**config.mk**
```make
export PLATFORM = sky130hd
export DESIGN_NAME = corr_frame_sequencer
export DESIGN_NICKNAME = d
export VERILOG_FILES = /design/src/rtl/corr_frame_sequencer.sv
export SDC_FILE = /design/constraint.sdc
export NUM_CORES = 1
export LEC_CHECK = 0
export CAP_MARGIN = 10
export CORE_MARGIN = 10
export CORE_UTILIZATION = 55
export CTS_CLUSTER_SIZE = 25
export DETAILED_ROUTE_END_ITERATION = 8
export GPL_TIMING_DRIVEN = 0
export HOLD_SLACK_MARGIN = 0.1
export PLACE_DENSITY = 0.85
export SYNTH_ARGS = -nofsm -noshare
export SYNTH_HDL_FRONTEND = slang
export SYNTH_SLANG_ARGS = --single-unit
```
**constraint.sdc**
```tcl
create_clock -name clk -period 5.6 [get_ports clk]
set_input_delay 1.68 -clock clk [delete_from_list [all_inputs] [get_ports clk]]
set_output_delay 1.68 -clock clk [all_outputs]
set_load 0.05 [all_outputs]
```
**src/rtl/corr_frame_sequencer.sv**
```systemverilog
// corr_frame_sequencer: snapshots a bank of correlator accumulators into shadow
// registers and offers them one word at a time to the hex-ASCII word transmitter,
// stepping to the next word on each rising edge of the transmitter's done level.
//
// Optional build macro: CORR_FRAME_HEADER_EN
//   defined   -> each frame is prefixed with a header word {8'hA5, frame_cnt}
//   undefined -> frame is exactly CHANNELS words (frame_cnt still kept internally)
module corr_frame_sequencer #(
    parameter int unsigned CHANNELS   = 8,
    parameter int unsigned RESOLUTION = 32,
    parameter int unsigned IDX_BITS   = $clog2(CHANNELS + 1)
) (
    input  logic                           clk,
    input  logic                           rst,
    input  logic                           snap,
    input  logic [CHANNELS*RESOLUTION-1:0] ch_data,
    input  logic                           tx_done,
    output logic [RESOLUTION-1:0]          tx_data,
    output logic                           tx_enable,
    output logic                           busy,
    output logic                           overrun
);

    localparam int unsigned CNT_W = RESOLUTION - 8;

`ifdef CORR_FRAME_HEADER_EN
    localparam int unsigned LAST = CHANNELS;
`else
    localparam int unsigned LAST = CHANNELS - 1;
`endif

    typedef enum logic [1:0] {
        StIdle,
        StSend,
        StWait
    } state_e;

    // ------------------------------------------------------------------
    // done synchronizer and rising-edge detector
    // ------------------------------------------------------------------
    logic       sync1_q, sync1_d;
    logic       sync2_q, sync2_d;
    logic       done_prev_q, done_prev_d;
    logic       adv_q, adv_d;
    // Counts the first cycles after reset; edges seen before the synchronizer
    // holds a real sample of tx_done are artefacts of the reset values.
    logic [1:0] settle_q, settle_d;

    // Next-state for the synchronizer, edge detector and settle counter
    always_comb begin
        sync1_d     = tx_done;
        sync2_d     = sync1_q;
        done_prev_d = sync2_q;
        settle_d    = (settle_q == 2'd3) ? settle_q : settle_q + 2'd1;
        adv_d       = sync2_q & ~done_prev_q & (settle_q == 2'd3);
    end

    // Synchronizer / edge detector registers with synchronous reset
    always_ff @(posedge clk) begin
        if (rst) begin
            sync1_q     <= 1'b0;
            sync2_q     <= 1'b0;
            done_prev_q <= 1'b0;
            adv_q       <= 1'b0;
            settle_q    <= 2'd0;
        end else begin
            sync1_q     <= sync1_d;
            sync2_q     <= sync2_d;
            done_prev_q <= done_prev_d;
            adv_q       <= adv_d;
            settle_q    <= settle_d;
        end
    end

    // ------------------------------------------------------------------
    // Frame sequencer
    // ------------------------------------------------------------------
    state_e                         state_q, state_d;
    logic [IDX_BITS-1:0]            idx_q, idx_d;
    logic [CHANNELS*RESOLUTION-1:0] shadow_q, shadow_d;
    logic [RESOLUTION-1:0]          tx_data_q, tx_data_d;
    logic                           tx_enable_q, tx_enable_d;
    logic                           busy_q, busy_d;
    logic                           overrun_q, overrun_d;
    logic [CNT_W-1:0]               frame_cnt_q, frame_cnt_d;

    logic [IDX_BITS-1:0]            nxt_idx;
    logic [IDX_BITS-1:0]            ch_sel;
    int unsigned                    ch_base;
    logic [RESOLUTION-1:0]          first_word;
    logic [RESOLUTION-1:0]          next_word;

    // Word selection: first word of a frame and the word following idx_q
    always_comb begin
        nxt_idx = idx_q + 1'b1;
`ifdef CORR_FRAME_HEADER_EN
        // Header occupies index 0, so channel k sits at index k+1.
        first_word = {8'hA5, frame_cnt_q};
        ch_sel     = idx_q;
`else
        // First word comes straight from the bank being captured this cycle.
        first_word = ch_data[RESOLUTION-1:0];
        ch_sel     = nxt_idx;
`endif
        ch_base   = 32'(ch_sel) * RESOLUTION;
        next_word = shadow_q[ch_base +: RESOLUTION];
    end

    // Next-state and output logic for the sequencer FSM
    always_comb begin
        state_d     = state_q;
        idx_d       = idx_q;
        shadow_d    = shadow_q;
        tx_data_d   = tx_data_q;
        tx_enable_d = tx_enable_q;
        busy_d      = busy_q;
        overrun_d   = overrun_q;
        frame_cnt_d = frame_cnt_q;

        unique case (state_q)
            StIdle: begin
                if (snap) begin
                    state_d = StSend;
                end
            end
            StSend: begin
                shadow_d    = ch_data;
                idx_d       = '0;
                tx_data_d   = first_word;
                tx_enable_d = 1'b1;
                busy_d      = 1'b1;
                state_d     = StWait;
                // A frame is already committed; a further request is lost.
                if (snap) begin
                    overrun_d = 1'b1;
                end
            end
            StWait: begin
                // busy is still high on the cycle of the final adv, so a
                // coincident snap is dropped as well.
                if (snap) begin
                    overrun_d = 1'b1;
                end
                if (adv_q) begin
                    if (idx_q == IDX_BITS'(LAST)) begin
                        state_d     = StIdle;
                        tx_enable_d = 1'b0;
                        busy_d      = 1'b0;
                        frame_cnt_d = frame_cnt_q + 1'b1;
                    end else begin
                        idx_d     = nxt_idx;
                        tx_data_d = next_word;
                    end
                end
            end
            default: begin
                state_d = StIdle;
            end
        endcase
    end

    // Sequencer state and datapath registers with synchronous reset
    always_ff @(posedge clk) begin
        if (rst) begin
            state_q     <= StIdle;
            idx_q       <= '0;
            shadow_q    <= '0;
            tx_data_q   <= '0;
            tx_enable_q <= 1'b0;
            busy_q      <= 1'b0;
            overrun_q   <= 1'b0;
            frame_cnt_q <= '0;
        end else begin
            state_q     <= state_d;
            idx_q       <= idx_d;
            shadow_q    <= shadow_d;
            tx_data_q   <= tx_data_d;
            tx_enable_q <= tx_enable_d;
            busy_q      <= busy_d;
            overrun_q   <= overrun_d;
            frame_cnt_q <= frame_cnt_d;
        end
    end

    assign tx_data   = tx_data_q;
    assign tx_enable = tx_enable_q;
    assign busy      = busy_q;
    assign overrun   = overrun_q;

endmodule

```
[After elaboration in Yosys (flattened, before gate mapping)]
Index checks and enable logic that the tools add are counted.
Word-level totals
  flip-flop bits (word level): 302
  input bits: 260
  logic and storage cells: 45
Operators by class
  add/subtract/negate cells: 2
  eq/ne operators: 8
  shifts and indexed selects: 1
  muxes and demuxes: 13
  bitwise gates (word level): 3
  reduce and logical (&&, ||, !) cells: 7
Operator list (number)
  variable part select 256 x 10 -> 32 bit: 1
  2-to-1 mux 32 bit: 2
  one-hot mux 32 bit (2 select lines): 1
  AND reduction 3 bit: 3
  2-to-1 mux 4 bit: 2
  != test 2 bit, second input constant: 4
  one-hot mux 4 bit (2 select lines): 1
  2-to-1 mux 2 bit: 3
  one-hot mux 2 bit (3 select lines): 1
  adder 4 x 1 -> 4 bit, second input constant: 1
  equality test 2 bit, second input constant: 2
  equality test 4 x 3 -> 1 bit, second input constant: 1
  adder 2 x 1 -> 2 bit, second input constant: 1
  AND 1 bit: 2
  equality test 2 x 1 -> 1 bit, second input constant: 1
  logical NOT 2 bit: 1
  2-to-1 mux 1 bit: 2
  one-hot mux 1 bit (2 select lines): 1
  AND reduction 2 bit: 1
  nonzero test 2 bit: 1
  OR reduction 2 bit: 1
  inverter 1 bit: 1

[Longest topological paths before layout]
  depth in word-level cells: 5
  gate-level depth with buffers: 10
  gate-level depth less buffers: 6

[Least setup slack after synthesis]
OpenSTA, ideal clock, no wires.
  path type: input to register
  start point: input port rst
  end point: register tx_data_q[10], in the netlist tx_data[10]
  setup time: 88 ps
  arrival time: 2727 ps
  data required time: 5512 ps
  path slack: 2785 ps
  stages on the path: 4
  buffers on the path: 2
  cells stage by stage: or4_1 buf_6 buf_12 o32ai_2
RTL lines
  from (decl): RTL line 14  | input logic rst,
  to (signal assigned): RTL line 177  | tx_data_q <= tx_data_d;
  to (decl): RTL line 81  | logic [RESOLUTION-1:0] tx_data_q, tx_data_d;

==> metrics <==
initial DRC count 729; CP Launch Type flip-flop; first-pass GRT wire length 64100 µm; fin worst setup slack 2080 ps; fraction of layout cells with a size suffix above 1 8.03%; CTS Buf Count 34; Initial Util 55.8%; Worst Max-Slew Pin Slew 1080 ps; Worst-path clk slew 60 ps; port bufs 294; root buffer cell clkbuf_16; Syn Nets 1507; Synth Register Bits 302; RSZ-0062 raised after global routing no; H-Tree Level Count 2; drt total wl 42000 µm; Crit path required time 3920 ps; drt first pass iters 5; DP Wirelength 31300 µm; outcome complete, no violations; final-report max-slew violation count 0; num rows 56; Worst EP arrival 1840 ps; largest net degree at the start of global routing 14; GP Congestion 0.890; Max-Cap Viols 0; main combinational cell family by area after synthesis multiplexers; CP top delay family buffers and inverters; VDD IR max 0.208 mV; worst hold path type reg2reg; drt drc 0; crit-path cells buf_4 -> clkdlybuf4s50_1; CTS tree built; max_slew headroom 28.0%; num ports 295; number of global-route vias before repair 11.1k; CTS resizes 0; Post CTS Setup Buffer Count 0; gr usage total 26.4%; Synth Area in XOR/XNOR 0.268%; maximum fanout along the worst path 3; Setup WS pre-CTS 1890 ps; Syn Inst Count 1240; Fin. Hold Viols 0; Placeable Area 23500 µm²; Final nets 1837; Yosys warnings 0; Syn Area/Cell 10.6 µm²; Die ar. 30400 µm²; Die Height 174 µm; GRT overflow 0; Final Skew 14.0 ps; mux cell area share after synthesis 29.6%; Synth Area in Adders 0.669%; f_max 284 MHz; Crit Path Class reg2out; sequential area share after synthesis 46.2%; vias after detailed routing 10.7k; initial antenna violation count 8; drt wl/cell 21.9 µm; worst path bufs/invs 2; Sink Count 302; Compound-Gate Fraction of Synth Area 10.5%; Cell Pwr Density 330 nW/µm²; Via density 5.57; Multi-input gate area 6520 µm²; mapped cell area 13100 µm²; Reg area 6050 µm²; leakage power 6.31 nW; Clock Latency Late Sink 510 ps; Antenna Violating Nets Remaining 0; post-synth cell types 33; fin crit period 3520 ps; hold-fix buffers at CTS 0; part of the cycle the worst path needs 62.9%; Syn-to-layout area delta 34.3%; Simple-Gate Fraction of Synth Area 8.71%; Clock Path Buffers 3; critical path capture point type output port; Fill cells 1683; # setup viols final 0; chip width 174 µm; setup TNS 0 ps; CP peak stage delay 790 ps; highest-delay cell along the critical path clkdlybuf4s50_1
-- cell usage in the layout, fill, tap and decap left out, types with 7 or more instances in the layout --
master and instances:
clkbuf_8 7, nor2_1 264, a22o_1 64, ha_1 7
a21oi_1 8, mux2i_1 387, o32ai_2 30, clkbuf_1 68
diode_2 7, a22oi_1 32, clkbuf_16 37, buf_2 38
clkinv_2 7, clkdlybuf4s50_1 294, dfxtp_1 302
-- state kept, by name, indices dropped and copies added, names as in the netlist --
name / flops
done_prev_d: 1
tx_data: 32
settle_q: 2
shadow_q: 256
adv_q: 1
idx_q: 4
done_prev_q: 1
state_q: 2
busy: 1
overrun: 1
sync1_q: 1
-- path summary, 6_finish.rpt --
path / from / to / slack [ps] / depth (start not counted)
setup reg to reg: state_q[1] / tx_data[7] / 2960 / 10
hold reg to reg: sync1_q / done_prev_d / 440 / 1
setup / recovery: busy / tx_enable / 2080 / 2
hold / removal: sync1_q / done_prev_d / 440 / 1
-- metal layers --
layer / global-route usage [%] / vias up / share of wire (%)
met1: 34.1 / 5178 / 44
met5: 0 / - / 0.017
met3: 5.09 / 68 / 6.6
li1: - / 5061 / -
met2: 42.9 / 400 / 47
met4: 9.76 / 2 / 2.5
-- stage by stage --
step	power, mW	area (µm²)	hold WS, ps	util [%]	cells
finish	5.80	17600	438	74.9	1921
floorplan	3.15	13100	414	-	1240
global placement	3.56	16400	419	70.0	1853
global route	5.99	17600	466	74.9	1918
detailed placement	3.59	16400	427	70.0	1853
CTS	5.79	17600	440	74.8	1914
-- power by group --
part	total (mW)	switching (mW)	internal (mW)
Sequential	2.44	0.107	2.33
Combinational	1.13	0.583	0.547
Clock	2.23	0.882	1.34
-- synthesized netlist by cell type --
master / count / share of area, %
and3b_1: 2 / 0.13
or4_1: 1 / 0.057
nand3_2: 1 / 0.076
buf_12: 3 / 0.46
nand2b_1: 2 / 0.096
nor2b_1: 5 / 0.24
or3_1: 2 / 0.096
buf_2: 38 / 1.5
nand4b_1: 1 / 0.067
clkbuf_1: 60 / 1.7
o22ai_1: 1 / 0.048
o32ai_2: 30 / 3.7
a21boi_0: 1 / 0.057
a22oi_1: 32 / 1.8
nand3b_1: 1 / 0.057
a21oi_1: 8 / 0.31
xnor2_1: 2 / 0.13
xor2_1: 2 / 0.13
o21ba_1: 1 / 0.076
a22o_1: 64 / 4.3
buf_4: 1 / 0.057
inv_1: 5 / 0.14
mux2i_1: 387 / 30
nor2_1: 264 / 7.6
ha_1: 7 / 0.67
nor3_1: 2 / 0.076
buf_6: 2 / 0.17
and2_1: 2 / 0.096
o21ai_0: 2 / 0.076
buf_1: 2 / 0.057
nand2_1: 5 / 0.14
o32ai_1: 2 / 0.13
dfxtp_1: 302 / 46
-- final cells by class --
cell class                      count  share of cell area, %
Antenna cell                        7                 0.0996
Multi-Input combinational cell    827                   37.1
Tap cell                          319                   2.27
Clock buffer                       52                   5.99
Timing Repair Buffer              294                   16.7
Clock inverter                      9                  0.420
Inverter                            5                  0.107
Sequential cell                   302                   34.4
Buffer                            106                   2.92
-- logic make-up after synthesis --
family / Yosys count
mux: 387
buf+inv: 111
compound gates: 141
fa+ha+maj: 7
flops: 302
xor+xnor: 4
simple gates: 288
Note: power is estimated with default switching activity, not from simulation.
